===== src/rtl/imem_pkg.sv =====
// Shared constants for the instruction memory: default geometry, the NOP word
// and the boot image restored on reset.
package imem_pkg;

  localparam int MEM_BYTES_DEF = 256;
  localparam int ADDR_W_DEF    = 16;

  localparam logic [15:0] NOP_WORD = 16'h0000;

  // Boot image contents; every byte past 0x0B is zero.
  function automatic logic [7:0] boot_byte(input int unsigned addr);
    logic [7:0] b;
    case (addr)
      0:       b = 8'h00;
      1:       b = 8'h12;
      2:       b = 8'h34;
      3:       b = 8'h56;
      4:       b = 8'h78;
      5:       b = 8'h9A;
      6:       b = 8'hBC;
      7:       b = 8'hDE;
      8:       b = 8'hF0;
      9:       b = 8'h11;
      10:      b = 8'h22;
      11:      b = 8'h33;
      default: b = 8'h00;
    endcase
    return b;
  endfunction

endpackage


===== src/rtl/imem_if.sv =====
// Fetch bus between the CPU fetch stage (master) and the instruction memory
// (slave). The runtime load port exists only when IMEM_LOAD_EN is defined.
interface imem_if #(
  parameter int ADDR_W = 16
);
  logic [ADDR_W-1:0] PC;
  logic [15:0]       Instruction;
`ifdef IMEM_LOAD_EN
  logic              LoadEn;
  logic [15:0]       LoadAddr;
  logic [7:0]        LoadData;

  modport master (output PC, input Instruction, output LoadEn, output LoadAddr, output LoadData);
  modport slave  (input PC, output Instruction, input LoadEn, input LoadAddr, input LoadData);
`else
  modport master (output PC, input Instruction);
  modport slave  (input PC, output Instruction);
`endif
endinterface


===== src/rtl/imem_byte_array.sv =====
// Byte storage for the instruction memory with two combinational read ports.
// IMEM_LOAD_EN defined: a writable array restored to the boot image on reset.
// IMEM_LOAD_EN undefined: the boot image only, a pure ROM with no clock.
module imem_byte_array
  import imem_pkg::*;
#(
  parameter int MEM_BYTES = MEM_BYTES_DEF,
  parameter int AW        = $clog2(MEM_BYTES)
) (
`ifdef IMEM_LOAD_EN
  input  logic          clk_i,
  input  logic          rst_n_i,
  input  logic          wr_en_i,
  input  logic [AW-1:0] wr_addr_i,
  input  logic [7:0]    wr_data_i,
`endif
  input  logic [AW-1:0] rd_addr_a_i,
  output logic [7:0]    rd_data_a_o,
  input  logic [AW-1:0] rd_addr_b_i,
  output logic [7:0]    rd_data_b_o
);

`ifdef IMEM_LOAD_EN
  logic [7:0] mem_q [MEM_BYTES];

  // Reset restores the boot image; otherwise apply the one-byte load write.
  always_ff @(posedge clk_i or negedge rst_n_i) begin
    if (!rst_n_i) begin
      for (int i = 0; i < MEM_BYTES; i++) begin
        mem_q[i] <= boot_byte(i);
      end
    end else if (wr_en_i) begin
      mem_q[wr_addr_i] <= wr_data_i;
    end
  end

  // Reads see the array before any write on the same edge.
  assign rd_data_a_o = mem_q[rd_addr_a_i];
  assign rd_data_b_o = mem_q[rd_addr_b_i];
`else
  assign rd_data_a_o = boot_byte(32'(rd_addr_a_i));
  assign rd_data_b_o = boot_byte(32'(rd_addr_b_i));
`endif

endmodule


===== src/rtl/instruction_memory.sv =====
// Byte-addressed instruction memory: returns {mem[PC], mem[PC+1]} one clock
// after PC is presented. PC+1 wraps in ADDR_W bits and each byte beyond
// MEM_BYTES reads as zero. Define IMEM_LOAD_EN to add the runtime load port.
module instruction_memory
  import imem_pkg::*;
#(
  parameter int MEM_BYTES = MEM_BYTES_DEF,
  parameter int ADDR_W    = ADDR_W_DEF
) (
  input  logic  Clock,
  input  logic  Reset_n,
  imem_if.slave bus
);

  localparam int AW = $clog2(MEM_BYTES);

  logic [ADDR_W-1:0] addr_hi;
  logic [ADDR_W-1:0] addr_lo;
  logic              in_hi;
  logic              in_lo;
  logic [7:0]        byte_hi;
  logic [7:0]        byte_lo;
  logic [15:0]       instr_d;
  logic [15:0]       instr_q;

  // Byte pair addresses with ADDR_W wrap and per-byte bounds check.
  always_comb begin
    addr_hi = bus.PC;
    addr_lo = bus.PC + ADDR_W'(1);
    in_hi   = 32'(addr_hi) < 32'(MEM_BYTES);
    in_lo   = 32'(addr_lo) < 32'(MEM_BYTES);
  end

`ifdef IMEM_LOAD_EN
  logic wr_en;
  assign wr_en = bus.LoadEn && (32'(bus.LoadAddr) < 32'(MEM_BYTES));
`endif

  imem_byte_array #(
    .MEM_BYTES (MEM_BYTES),
    .AW        (AW)
  ) u_array (
`ifdef IMEM_LOAD_EN
    .clk_i       (Clock),
    .rst_n_i     (Reset_n),
    .wr_en_i     (wr_en),
    .wr_addr_i   (bus.LoadAddr[AW-1:0]),
    .wr_data_i   (bus.LoadData),
`endif
    .rd_addr_a_i (addr_hi[AW-1:0]),
    .rd_data_a_o (byte_hi),
    .rd_addr_b_i (addr_lo[AW-1:0]),
    .rd_data_b_o (byte_lo)
  );

  // Big-endian word assembly: byte at PC in the upper half.
  always_comb begin
    instr_d = {(in_hi ? byte_hi : 8'h00), (in_lo ? byte_lo : 8'h00)};
  end

  // Output register; reset forces the NOP word immediately.
  always_ff @(posedge Clock or negedge Reset_n) begin
    if (!Reset_n) begin
      instr_q <= NOP_WORD;
    end else begin
      instr_q <= instr_d;
    end
  end

  assign bus.Instruction = instr_q;

endmodule


===== src/flat_wrapper.sv =====
// flat-port wrapper written by rule: the top's interface ports become plain ports
module instruction_memory_flat import imem_pkg::*;
#(
  parameter int MEM_BYTES = MEM_BYTES_DEF,
  parameter int ADDR_W    = ADDR_W_DEF
)
  (Clock, Reset_n, bus_PC, bus_Instruction);
  imem_if #(.ADDR_W(ADDR_W)) bus_i ();
  input  logic Clock;
  input  logic Reset_n;
  input wire logic [$bits(bus_i.PC)-1:0] bus_PC;
  output wire logic [$bits(bus_i.Instruction)-1:0] bus_Instruction;
  assign bus_i.PC = bus_PC;
  assign bus_Instruction = bus_i.Instruction;
  instruction_memory #(.MEM_BYTES(MEM_BYTES), .ADDR_W(ADDR_W)) u_core (.Clock(Clock), .Reset_n(Reset_n), .bus(bus_i));
endmodule

===== config.mk =====
export PLATFORM = sky130hd
export DESIGN_NAME = instruction_memory_flat
export DESIGN_NICKNAME = d
export VERILOG_FILES = /design/src/rtl/imem_pkg.sv /design/src/rtl/imem_if.sv /design/src/rtl/imem_byte_array.sv /design/src/rtl/instruction_memory.sv /design/src/flat_wrapper.sv
export SDC_FILE = /design/constraint.sdc
export NUM_CORES = 1
export LEC_CHECK = 0
export CORE_AREA = 4 4 56 58
export DETAILED_ROUTE_END_ITERATION = 10
export DIE_AREA = 0 0 60 62
export GPL_TIMING_DRIVEN = 0
export PLACE_DENSITY = 0.87
export SYNTH_ARGS = -nofsm -noshare
export SYNTH_HDL_FRONTEND = slang
export SYNTH_HIERARCHICAL = 1
export SYNTH_SLANG_ARGS = --single-unit

===== constraint.sdc =====
create_clock -name Clock -period 0.8 [get_ports Clock]
set_clock_uncertainty 0.2 [all_clocks]
set_input_delay 0.2 -clock Clock [delete_from_list [all_inputs] [get_ports Clock]]
set_output_delay 0.2 -clock Clock [all_outputs]
set_load 0.01 [all_outputs]

Yosys cells after proc, flatten, opt, wreduce, memory -nomap -nowiden
Memory sizes are Yosys's and may differ from the RTL's.
Index checks and enable logic that the tools add are counted.
- word-level logic and storage cells: 12
- memories: 2
- memory bits (read-only): 256
- flip-flop bits (word level): 16
- bits of input ports: 18
- output and inout bits: 16
- add/sub/neg operators: 1
- reductions and logical operators: 2
- order comparisons: 2
- multiplexer cells: 4
- memories (name ; words ; bits a word ; rd ports ; clocked after Yosys merged registers in ; wr ports ; line ; RTL):
    (no name shown) ; 16 ; 8 ; 1 ; 0 ; 0 ; imem_pkg.sv:13 ; case (addr)
    (no name shown) ; 16 ; 8 ; 1 ; 0 ; 0 ; imem_pkg.sv:13 ;
- operators by type and width (cell ; count):
    $lt A16 B9 Y1 const B ; 2
    $mux W8 ; 4
    $add A16 B1 Y16 const B ; 1
    $logic_not A4 Y1 ; 2

Longest topological paths before layout
Gate-level depths: netlist (run 1).
- word-level depth: 4
- depth in mapped cells: 7
- gate-level depth less buffers: 7

By module
Netlist (run 1), hierarchy kept.
- by module, submodules not included (module ; times used ; area each (um^2) ; seq. area each (um^2) ; cells an instance):
    instruction_memory ; 1 ; 704.4 ; 400.4 ; 60
    imem_byte_array ; 1 ; 509.2 ; 0.0 ; 66

Worst setup path after synthesis (run 1)
No wires, ideal clock.
- path kind: input-to-reg
- start point: input port bus_PC[0]
- end point: register u_core.instr_q[0], in the netlist u_core/bus.Instruction[0]
- arrival time: 1.613 ns
- path buffers: 1
- required time: 0.511 ns
- path slack: -1.102 ns
- stages on the path: 7
- library setup time: 0.089 ns
- cells stage by stage: ha_1 nand3_1 xnor2_1 or4_4 buf_6 nor4b_4 nor3b_1
- cells in the longest elaborated chain, start to end: 4
- elaborated cells on any way between the ends: 6
- those cells by class: add/sub (1); order compare (1); mux (2); reduce/logical (1); memory (1)
- RTL lines (item ; line ; RTL):
    start, declared ; flat_wrapper.sv:11 ; input wire logic [$bits(bus_i.PC)-1:0] bus_PC;
    $add A16 B1 Y16 ; instruction_memory.sv:29 ; addr_lo = bus.PC + ADDR_W'(1);
    via u_core.addr_lo[4] ; instruction_memory.sv:18 ; logic [ADDR_W-1:0] addr_lo;
    $logic_not A4 Y1 ; imem_pkg.sv:13 ;
    $mux W8 ; imem_pkg.sv:13 ;
    via u_core.byte_lo[0] ; instruction_memory.sv:22 ; logic [7:0] byte_lo;
    $mux W8 ; instruction_memory.sv:58 ; instr_d = {(in_hi ? byte_hi : 8'h00), (in_lo ? byte_lo : 8'h00)};
    via u_core.instr_d[0] ; instruction_memory.sv:23 ; logic [15:0] instr_d;
    end signal, assigned ; instruction_memory.sv:66 ; instr_q <= instr_d;
    end, declared ; instruction_memory.sv:24 ; logic [15:0] instr_q;
The timed path passes the listed nets, and every way through them passes these cells.

Final worst setup path (run 1)
- start point: input port bus_PC[0]
- end point: register u_core.instr_q[4], in the netlist u_core/bus.Instruction[4]
The elaborated chain is that of the path after synthesis.

==> summary.md, run 1 <==
| Metric | Value |
|---|---|
| Synth Warn # | 6 |
| Crit Path Max Fanout | 7 |
| I/O pin total | 34 |
| Worst setup margin | -0.921 ns |
| DR vias | 1135 |
| Die span in x | 60 um |
| Post-synthesis sequential area ratio | 33.0% |
| Ys flop type | dfrtp_1 |
| Drt wl/cell | 15.7 um |
| Root Driver | clkbuf_4 |
| Tmin final | 1.72 ns |
| Worst setup EP type | flop |
| Synthesized area per cell | 9.63 sq um |
| Layout Nets | 209 |
| TritonCTS clock tree | done |
| Rows | 19 |
| Area contributors post-synth | dfrtp_1 33%, ha_1 13%, nor3b_1 4.9% |
| Netlist cell types | 39 |
| Share of cells above drive strength 1 | 54.5% |
| Worst EP required | 0.80 ns |
| Number of synthesized flops with an enable pin | 0 |
| Hold slack | -0.182 ns |
| Post-Syn Area | 1210 sq um |
| Tot GR Track Use | 16.8% |
| Final Wtd Congestion | 0.813 |
| Rel. slew slack | 58.0% |
| Inserted Clock Buffers | 3 |
| Most frequent cells in the layout | 19 x buf_2, 16 x dfrtp_1, 12 x buf_4 |
| Crit Path Category | input port to flop |
| Total power | 1.80 mW |
| Vias in the first global route | 1128 |
| Die ar. | 3720 sq um |
| H-tree levels | 1 |
| Post-route ant nets | 0 |
| TritonCTS Sinks | 16 |
| Ant diodes | 0 |
| Largest net degree at the start of global routing | 17 |
| Worst VDD drop | 853 uV |
| Top cell family by delay on the critical path | simple AND/OR/NAND/NOR gates |
| Cell area after layout | 1900 sq um |
| First-pass DRT Iterations | 4 |
| Syn Inst Count | 126 |
| Routed wire length | 3240 um |
| Synth top area share | 33.0% |
| RSZ-0062 raised after global routing | true |
| Initial antenna violation count | 0 |
| First-pass GRT wire length | 4800 um |
| Most common cell after layout, fill and taps aside | buf_2 |
| Largest register FFs | 16 |
| DRC Markers | 0 |
| Yosys reg bits | 16 |
| Status | complete, but fails checks |
| Fin. Hold Viols | 16 |
| GRT overflow | 0 |
| Vias/cell | 5.48 |
| Largest area contributor in the netlist | dfrtp_1 |
| Pwr dens | 946 nW/um^2 |
| Cell Chain, Critical Path | buf_12 > ha_4 > nand3_2 > xnor2_1 > or4_4 > buf_6 > a211oi_2 > nor3b_2 |
| DP HPWL | 2040 um |
| Post-Place Cells | 190 |
| DIE HEIGHT | 62 um |
| Startpoint Class | input port |
| Core footprint | 2660 sq um |
| Largest stage delay, worst path | 0.61 ns |
| Clock Path Buffers | 2 |
| Slowest-stage cell, CP | or4_4 |
| Clock transition at the registers of the reported paths | 0.08 ns |
| Max Cap Violations | 0 |
| Setup-failing EPs final | 32 |
| Worst slew pin tran | 0.630 ns |
| Final Max Slew Viols | 0 |
| Async SR Flop Fraction | 100% |
| # fillers | 183 |
| PortBufs | 33 |
| Critical path buffers and inverters | 2 |
| Fin crit share | 215% |
| Crit path DAT | 1.72 ns |
| Violated checks | negative hold slack, negative setup slack |
| Worst Hold Class | input port to async pin |
| Effective utilization at floorplan | 45.6% |
| P&R area growth vs syn | 56.5% |
| LEAKAGE | 0.853 nW |
| Detailed Route Iter0 Violations | 26 |
| Max Freq | 581 MHz |
| Non-Filler Instances | 207 |
| Post-Syn Nets | 157 |
| DP Area | 1640 sq um |
-- final cells by class --
class / count / area (sq um) / area share (%)
Tap cell: 31 / 38.8 / 2.04
Sequential cell: 16 / 400 / 21.1
Timing Repair Buffer: 49 / 422 / 22.2
Clock buffer: 3 / 22.5 / 1.19
Multi-Input combinational cell: 100 / 975 / 51.3
Inverter: 5 / 23.8 / 1.25
Buffer: 3 / 17.5 / 0.922
-- synth_stat cells, drive strengths merged, types with 2 or more instances --
cell and instances:
dfrtp 16, ha 13, nor2 10, nor3b 10, and2 8, nand2b 7, a21oi 6, nand2 6
inv 5, nand3 4, a211oi 3, a21o 3, buf 3, nor3 3, xnor2 3, xor2 3
clkbuf 2, nand4 2, nor2b 2, o21a 2, or3b 2, or4 2
-- power by group --
group          total (mW)  internal, mW  leakage [nW]  switching (mW)
clock network       0.381         0.174        0.0138           0.207
logic               0.607         0.302         0.616           0.305
registers           0.808         0.808         0.224       0.0000144
-- timing repair --
action	in CTS	in global routing
endpoints found under the setup margin	48	48
endpoints found under the hold margin	16	16
resized for setup	150	31
setup buffers	11	5
pin swaps	20	16
-- routing by layer --
metal | global-route usage [%] | routed length, um
met3 | 0.620 | 164
met1 | 17.9 | 1230
met2 | 32.7 | 1770
met5 | 0 | 0
met4 | 9.49 | 78
-- through the flow --
stage / setup TNS (ns) / util [%] / worst slack, ns / hold slack, ns
6_report: -16.56 / 71.3 / -0.921 / -0.182
4_1_cts: -16.37 / 65.6 / -0.905 / -0.137
5_1_grt: -17.81 / 71.3 / -0.979 / -0.125
3_3_place_gp: -38.65 / 61.7 / -1.94 / 0.417
2_1_floorplan: -11.57 / - / -0.977 / -0.296
3_5_place_dp: -40.48 / 61.7 / -2.03 / 0.438
-- how the worst max path moves through the flow --
stage,to,depth (start not counted),slack [ns],start
4_1_cts,u_core/bus.Instruction[0],7,-0.91,bus_PC[1]
5_1_grt,u_core/bus.Instruction[5],8,-0.98,bus_PC[6]
3_5_place_dp,u_core/bus.Instruction[4],8,-2.03,bus_PC[2]
3_3_place_gp,u_core/bus.Instruction[0],8,-1.94,bus_PC[2]
6_report,u_core/bus.Instruction[4],8,-0.92,bus_PC[0]
2_1_floorplan,u_core/bus.Instruction[0],7,-0.98,bus_PC[0]
-- logic make-up (layout without fill, tap and decap cells) --
family,Yosys count,in the layout,share of synthesized area (%)
adders and majority gates,13,13,13.4
xor gates and xnor gates,6,6,4.33
and+or+nand+nor,62,62,33.0
AOI/OAI and AO/OA,19,19,12.2
DFF,16,16,33.0
buffers and inverters,10,60,4.12
Note: power is estimated with default switching activity, not from simulation.
==> run 2, diff against run 1 <==
--- a/config.mk
+++ b/config.mk
@@ -14,3 +14,4 @@
 export SYNTH_HDL_FRONTEND = slang
 export SYNTH_HIERARCHICAL = 1
 export SYNTH_SLANG_ARGS = --single-unit
+export TNS_END_PERCENT = 30
==> summary.md, run 2 (synthesized netlist as in run 1, its figures left out) <==
| Metric | Value |
|---|---|
| Status | complete, but fails checks |
| Violated checks | negative hold slack, negative setup slack |
| Cell Chain, Critical Path | buf_8 > nand4_1 > nor2_4 > xor2_1 > or4_4 > buf_4 > nor3_2 > nor3b_2 |
| Die ar. | 3720 sq um |
| DP Area | 1620 sq um |
| Largest net degree at the start of global routing | 17 |
| Setup-failing EPs final | 32 |
| DP HPWL | 2000 um |
| Max Cap Violations | 0 |
| Critical path buffers and inverters | 2 |
| Final Max Slew Viols | 0 |
| Ant diodes | 0 |
| DR vias | 1107 |
| Cell area after layout | 1800 sq um |
| Routed wire length | 2960 um |
| Setup TNS | -18.86 ns |
| Max Freq | 568 MHz |
| Inserted Clock Buffers | 3 |
| GRT overflow | 0 |
| Non-Filler Instances | 208 |
| Most frequent cells in the layout | 17 x buf_2, 16 x dfrtp_1, 16 x buf_4 |
| Detailed Route Iter0 Violations | 17 |
| Fin crit share | 220% |
| P&R area growth vs syn | 48.2% |
| I/O pin total | 34 |
| TritonCTS Sinks | 16 |
| Vias/cell | 5.32 |
| Rel. slew slack | 57.1% |
| Share of cells above drive strength 1 | 43.5% |
| Post-route ant nets | 0 |
| Root Driver | clkbuf_4 |
| Effective utilization at floorplan | 45.6% |
| Tot GR Track Use | 16.1% |
| Post-Place Cells | 190 |
| Slowest-stage cell, CP | or4_4 |
| Clock transition at the registers of the reported paths | 0.08 ns |
| Most common cell after layout, fill and taps aside | buf_2 |
| RSZ-0062 raised after global routing | true |
| Final Wtd Congestion | 0.842 |
| LEAKAGE | 0.813 nW |
| H-tree levels | 1 |
| DRC Markers | 0 |
| Crit Path Max Fanout | 8 |
| Rows | 19 |
| Drt wl/cell | 14.3 um |
| Worst Hold Class | input port to async pin |
| Worst slew pin tran | 0.643 ns |
| First-pass DRT Iterations | 4 |
| Startpoint Class | input port |
| Top cell family by delay on the critical path | simple AND/OR/NAND/NOR gates |
| Largest stage delay, worst path | 0.62 ns |
| Die span in x | 60 um |
| DIE HEIGHT | 62 um |
| Routed wl met2 | 1580 um |
| First-pass GRT wire length | 4560 um |
| Metal-1 WL | 1170 um |
| Worst setup EP type | flop |
| Core footprint | 2660 sq um |
| Crit Path Category | input port to flop |
| TritonCTS clock tree | done |
| Crit path DAT | 1.77 ns |
| Vias in the first global route | 1066 |
| Clock Path Buffers | 2 |
| Worst VDD drop | 668 uV |
| Initial antenna violation count | 0 |
| Largest register FFs | 16 |
| Layout Nets | 210 |
| Pwr dens | 976 nW/um^2 |
| Top Layer Used | met4 |
| Tmin final | 1.76 ns |
| Fin. Hold Viols | 16 |
| Hold slack | -0.188 ns |
| PortBufs | 33 |
| Worst EP required | 0.81 ns |
| Met3 wire len | 134 um |
| Worst setup margin | -0.959 ns |
run 2: changes by cell type in the layout (fill, tap and decap cells not counted), moves of 3 or more:
cell / before / now
buf_4: 12 / 16
nor2_1: 5 / 8
ha_1: 8 / 11
clkbuf_2: 3 / 0
clkdlybuf4s50_1: 1 / 7
nor2_4: 4 / 1
run 2: area by class of cell:
class	instances	area, sq um
clock buffer	3	22.5
tap	31	38.8
fill	202	863
inverter	5	18.8
multi-input combinational	100	886
sequential	16	400
buffer	4	27.5
timing repair buffer	49	405
run 2: how the worst max path moves through the flow:
stage | from | end | slack (ns) | depth (start not counted)
after floorplan | bus_PC[0] | u_core/bus.Instruction[0] | -0.98 | 7
final | bus_PC[4] | u_core/bus.Instruction[2] | -0.96 | 8
after detailed placement | bus_PC[2] | u_core/bus.Instruction[0] | -1.99 | 8
after global routing | bus_PC[3] | u_core/bus.Instruction[0] | -1.03 | 7
after CTS | bus_PC[3] | u_core/bus.Instruction[0] | -0.92 | 7
after global placement | bus_PC[2] | u_core/bus.Instruction[4] | -1.93 | 8
run 2: stage by stage:
step / hold WS, ns / util, % / total power [mW] / setup slack, ns
CTS: -0.144 / 64.1 / 1.71 / -0.915
global placement: 0.419 / 60.7 / 1.24 / -1.93
floorplan: -0.296 / - / 1.07 / -0.977
finish: -0.188 / 67.6 / 1.76 / -0.959
global route: -0.128 / 67.6 / 1.83 / -1.03
detailed placement: 0.436 / 60.7 / 1.26 / -1.99
run 2: per-layer routing:
layer | vias to the layer above | track usage (%)
li1 | 541 | -
met1 | 520 | 17.3
met2 | 36 | 30.7
met3 | 10 | 0.413
met4 | 0 | 11.1
met5 | - | 0
run 2: what timing repair did:
action                                  4_1_cts  5_1_grt
hold endpoints to repair                     16       16
gates cloned                                  0        0
buffers inserted                              9        7
resized for setup                           131       12
endpoints found under the setup margin       48       48
pin swaps                                     9        7
run 2: where the power goes:
| group | switching (mW) | leakage (nW) | internal [mW] | total, mW |
|---|---|---|---|---|
| sequential | 0.0000127 | 0.224 | 0.808 | 0.808 |
| combinational | 0.275 | 0.576 | 0.280 | 0.554 |
| clock | 0.220 | 0.0138 | 0.175 | 0.395 |
| total | 0.494 | 0.813 | 1.26 | 1.76 |
==> run 3, diff against run 2 <==
--- a/config.mk
+++ b/config.mk
@@ -5,11 +5,12 @@
 export SDC_FILE = /design/constraint.sdc
 export NUM_CORES = 1
 export LEC_CHECK = 0
-export CORE_AREA = 4 4 56 58
+export CAP_MARGIN = 10
+export CORE_AREA = 4 4 64 66
 export DETAILED_ROUTE_END_ITERATION = 10
-export DIE_AREA = 0 0 60 62
+export DIE_AREA = 0 0 68 70
 export GPL_TIMING_DRIVEN = 0
-export PLACE_DENSITY = 0.87
+export PLACE_DENSITY = 0.71
 export SYNTH_ARGS = -nofsm -noshare
 export SYNTH_HDL_FRONTEND = slang
 export SYNTH_HIERARCHICAL = 1
==> summary.md, run 3 (synthesized netlist as in run 1, its figures left out) <==
| Metric | Value |
|---|---|
| Status | complete, but fails checks |
| Violated checks | negative hold slack, negative setup slack |
| Initial antenna violation count | 0 |
| LEAKAGE | 0.836 nW |
| H-tree levels | 1 |
| Die ar. | 4760 sq um |
| PortBufs | 33 |
| Clock Path Buffers | 2 |
| Worst setup EP type | flop |
| Cell Int Power | 1.28 mW |
| # fillers | 334 |
| Core footprint | 3580 sq um |
| Tot GR Track Use | 12.8% |
| Clock Power Share | 20.2% |
| Fin crit share | 212% |
| Worst slack at placement | -1.99 ns |
| Sw Pwr | 0.458 mW |
| DRC Markers | 0 |
| First-pass GRT wire length | 4900 um |
| Net Sw Frac | 26.4% |
| Largest net degree at the start of global routing | 17 |
| Routed wire length | 2920 um |
| Crit path DAT | 1.68 ns |
| Most frequent cells in the layout | 16 x buf_2, 16 x dfrtp_1, 13 x buf_4 |
| Worst EP required | 0.79 ns |
| Largest register FFs | 16 |
| Max Cap Violations | 0 |
| Crit Path Category | input port to flop |
| Combinational power share | 33.2% |
| P&R area growth vs syn | 56.1% |
| Setup-failing EPs final | 32 |
| Share of cells above drive strength 1 | 50.8% |
| First-pass DRT Iterations | 4 |
| Setup TNS | -16.23 ns |
| Root Driver | clkbuf_4 |
| GRT overflow | 0 |
| Startpoint Class | input port |
| Fin. Hold Viols | 16 |
| Clock transition at the registers of the reported paths | 0.07 ns |
| Final Wtd Congestion | 0.843 |
| Rows | 22 |
| Final Max Slew Viols | 0 |
| I/O pin total | 34 |
| Worst setup margin | -0.896 ns |
| Inserted Clock Buffers | 3 |
| DP Area | 1640 sq um |
| Detailed Route Iter0 Violations | 30 |
| Slowest-stage cell, CP | or4_4 |
| Worst Hold Class | input port to async pin |
| Ant diodes | 0 |
| Crit Path Max Fanout | 8 |
| Post-route ant nets | 0 |
| Max Freq | 590 MHz |
| DP HPWL | 1990 um |
| DR vias | 1105 |
| TritonCTS Sinks | 16 |
| Pwr dens | 916 nW/um^2 |
| Drt wl/cell | 13.0 um |
| Layout Nets | 210 |
| Largest stage delay, worst path | 0.56 ns |
| Vias/cell | 4.91 |
| Seq pwr share | 46.6% |
| Cell area after layout | 1890 sq um |
| Tmin final | 1.70 ns |
| Cell Chain, Critical Path | buf_8 > and3_4 > nand3_2 > xnor2_1 > or4_4 > nor4b_4 > nor3b_2 |
| DIE HEIGHT | 70 um |
| Worst VDD drop | 466 uV |
| Hold slack | -0.140 ns |
| Rel. slew slack | 58.3% |
| Worst slew pin tran | 0.625 ns |
| RSZ-0062 raised after global routing | true |
| Vias in the first global route | 1139 |
| Core Util, Final | 52.9% |
| Effective utilization at floorplan | 33.9% |
| Die span in x | 68 um |
| TritonCTS clock tree | done |
## run 3: power by group through the flow
stage / registers (mW) / logic, mW / clock network [mW]
2_1_floorplan: 0.824 / 0.250 / 0
3_3_place_gp: 0.824 / 0.419 / 0
3_5_place_dp: 0.824 / 0.433 / 0
4_1_cts: 0.808 / 0.551 / 0.371
5_1_grt: 0.808 / 0.627 / 0.413
6_report: 0.808 / 0.576 / 0.351
## run 3: final cells by class
cell class                      instances  area [sq um]  area share (%)
Multi-Input combinational cell        100           922            48.7
Buffer                                  4          28.8            1.52
Inverter                                5          30.0            1.59
Timing Repair Buffer                   49           430            22.7
Tap cell                               48          60.1            3.17
Clock buffer                            3          22.5            1.19
Sequential cell                        16           400            21.1
## run 3: repair_timing
action / in CTS / in global routing
pin swaps: 21 / 3
endpoints found under the setup margin: 48 / 32
resized for setup: 164 / 15
hold endpoints to repair: 16 / 16
setup buffers: 16 / 0
## run 3: final timing paths
check | from | depth (start not counted) | to | slack, ns
worst min-delay path | Reset_n | 1 | u_core/bus.Instruction[1] | -0.14
max in group asynchronous | Reset_n | 1 | u_core/bus.Instruction[8] | 0.13
min in group Clock | bus_PC[2] | 3 | u_core/bus.Instruction[11] | 0.19
worst max-delay path | bus_PC[3] | 7 | u_core/bus.Instruction[0] | -0.90
## run 3: per-layer routing
metal  global-route usage [%]  up-vias  share of wire [%]
met3                     1.29        8                5.0
met2                     21.6       43                 50
met4                     6.84        0                3.3
met1                     15.5      510                 41
met5                        0        -                  0
li1                         -      544                  -
## run 3: metrics by stage
step                      cells  total power, mW
after floorplan             126             1.07
after global placement      207             1.24
after detailed placement    207             1.26
after CTS                   225             1.73
after global routing        225             1.85
final                       225             1.73
## run 3: worst max-delay path: cells and delay by family
| kind | cells | cell delay [ns] |
|---|---|---|
| and+or+nand+nor | 5 | 1.28 |
| buffers and inverters | 1 | 0.08 |
| xor gates and xnor gates | 1 | 0.13 |
==> patch: new RTL, settings of run 3 <==
`ADDR_W_DEF`: 16 -> 17.
--- a/src/rtl/imem_pkg.sv
+++ b/src/rtl/imem_pkg.sv
@@ -5,3 +5,3 @@
   localparam int MEM_BYTES_DEF = 256;
-  localparam int ADDR_W_DEF    = 16;
+  localparam int ADDR_W_DEF    = 17;
 
Interface: changed (resized bus_PC); port bits go from 34 to 35. No check against the original RTL was run, so the function may have changed too.
==> patch against run 3 <==
The flow still finishes with violations (hold timing, setup timing); synthesized area up 11%; sequential power about the same; critical path type unchanged; cell area is 2.3% higher; sequential cell count stayed put; routed wire length grew 1.8%; first-iteration DRC count is 20% higher; non-clock buffer count up 1; power grew 0.89%; setup slack worse by 0.0012 ns; count of clock-buffer cells in the layout unchanged; largest power group unchanged.
==> patch: results (changes against run 3) <==
status=finished with violations (unchanged); violated checks=hold timing, setup timing (unchanged); GP Congestion=0.824 (was 0.843); clk slew on worst S/H paths=0.07 ns (about the same); fin nets=227 (was 210); HPWL after detailed placement=2090 µm (was 1990 µm); ys flop type=dfrtp_1 (unchanged); GRT Total Usage=0.135 (was 0.128); peak supply drop=312 µV (was 466 µV); largest net degree at the start of global routing=17 (unchanged); DR iter-0 viols=36 (was 30); post_cts resized=152 (was 164); final setup fails=32 (unchanged); antenna cells=0 (unchanged); clock root buffer=clkbuf_4 (unchanged); Synth area leaders=dfrtp_1 30%, ha_1 12%, and2_1 3.7% (was dfrtp_1 33%, ha_1 13%, nor3b_1 4.9%); post-placement cell area=1760 µm² (was 1640 µm²); Crit path arrival time=1.71 ns (was 1.68 ns); max reg flops=16 (unchanged); Yosys cell types=43 (was 39); port buffer count=34 (was 33); DR vias/cell=4.90 (was 4.91); Seq/Total Area, Yosys=0.298 (was 0.330); top post-synthesis cells by count=16 x dfrtp_1, 13 x ha_1, 12 x nor2_1 (was 16 x dfrtp_1, 13 x ha_1, 10 x nor2_1); Post-CTS Setup Bufs=13 (was 16); Async SR Flop Fraction=1.00 (unchanged); drt first pass iters=4 (unchanged); Lkg Pwr=0.919 nW (was 0.836 nW); first-pass GRT wire length=5190 µm (was 4900 µm); hold slack=-0.157 ns (was -0.140 ns); CP Max Fanout=8 (unchanged); Synth Net Count=173 (was 157); Fill cells=342 (was 334); final hold violation count=16 (unchanged); share of layout cells above drive strength 1=0.415 (was 0.508); PnR worst setup slack=-0.897 ns (was -0.896 ns); Max Root-Sink Buffers=2 (unchanged); yosys synthesis warning count=6 (unchanged); Sw Share=0.276 (was 0.264); WL/cell=12.3 µm (was 13.0 µm); Worst Tran Pin Value=0.610 ns (was 0.625 ns); HP Class=in -> async (unchanged)
## patch: changes by cell type after synthesis, moves of 2 or more
cell / change
nor3_2: +2
mux2i_1: +2
and4_1: +2
and3_1: +7
nor2_1: +2
nor3b_1: -8
nand2_1: +3
## patch: cell type report
cell class | count | area (µm²) | share of cell area
Timing Repair Buffer | 50 | 419 | 0.216
Tap cell | 48 | 60.1 | 0.0310
Multi-Input combinational cell | 115 | 985 | 0.508
Buffer | 4 | 27.5 | 0.0142
Sequential cell | 16 | 400 | 0.207
Inverter | 5 | 23.8 | 0.0123
Clock buffer | 3 | 22.5 | 0.0116
## patch: worst max-delay path, stage by stage
cell and delay (ns):
buf_12 0.11, ha_4 0.16, nand3_4 0.11, nor2_4 0.04
xor2_2 0.13, or4_4 0.56, nor4b_4 0.22, and3_1 0.18
## patch: layer usage
| metal | global-route usage | vias up | wire length [µm] |
|---|---|---|---|
| li1 | - | 598 | - |
| met1 | 0.146 | 544 | 1220 |
| met2 | 0.260 | 35 | 1540 |
| met3 | 0.00965 | 5 | 168 |
| met4 | 0.0464 | 0 | 45 |
| met5 | 0 | - | 0 |
## patch: kinds of logic (layout without fill, tap and decap cells)
kind of cell,count (synthesis),in the layout,synth area share
AND/OR/NAND/NOR,75,75,0.372
multiplexers,2,2,0.0149
AO/OA/AOI/OAI,18,18,0.112
buffers and inverters,10,62,0.0372
adder cells (fa/ha/maj),13,13,0.121
XOR/XNOR,7,7,0.0456
flip-flops,16,16,0.298
## patch: worst max path at each step
stage          slack [ns]  startpoint  cells past startpoint                                  end
5_1_grt             -0.94   bus_PC[1]                      8  u_core/bus.Instruction[0]$_DFF_PN0_
3_3_place_gp        -1.99   bus_PC[2]                      8  u_core/bus.Instruction[0]$_DFF_PN0_
2_1_floorplan       -1.04   bus_PC[3]                      7  u_core/bus.Instruction[0]$_DFF_PN0_
4_1_cts             -0.92   bus_PC[0]                      7  u_core/bus.Instruction[0]$_DFF_PN0_
3_5_place_dp        -2.02   bus_PC[2]                      8  u_core/bus.Instruction[0]$_DFF_PN0_
6_report            -0.90   bus_PC[1]                      8  u_core/bus.Instruction[0]$_DFF_PN0_
## patch: power groups by stage
stage / combinational [W] / sequential (W) / clock (W)
2_1_floorplan: 0.000267 / 0.000824 / 0
3_3_place_gp: 0.000456 / 0.000824 / 0
3_5_place_dp: 0.000473 / 0.000824 / 0
4_1_cts: 0.000544 / 0.000808 / 0.000388
5_1_grt: 0.000635 / 0.000808 / 0.000441
6_report: 0.000573 / 0.000808 / 0.000369
## patch: metrics by stage
step	cells	setup TNS (ns)	worst slack, ns
final	241	-16.32	-0.897
after global routing	241	-17.66	-0.936
after CTS	238	-16.09	-0.921
after detailed placement	223	-40.25	-2.02
after global placement	223	-39.24	-1.99
after floorplan	141	-12.09	-1.04
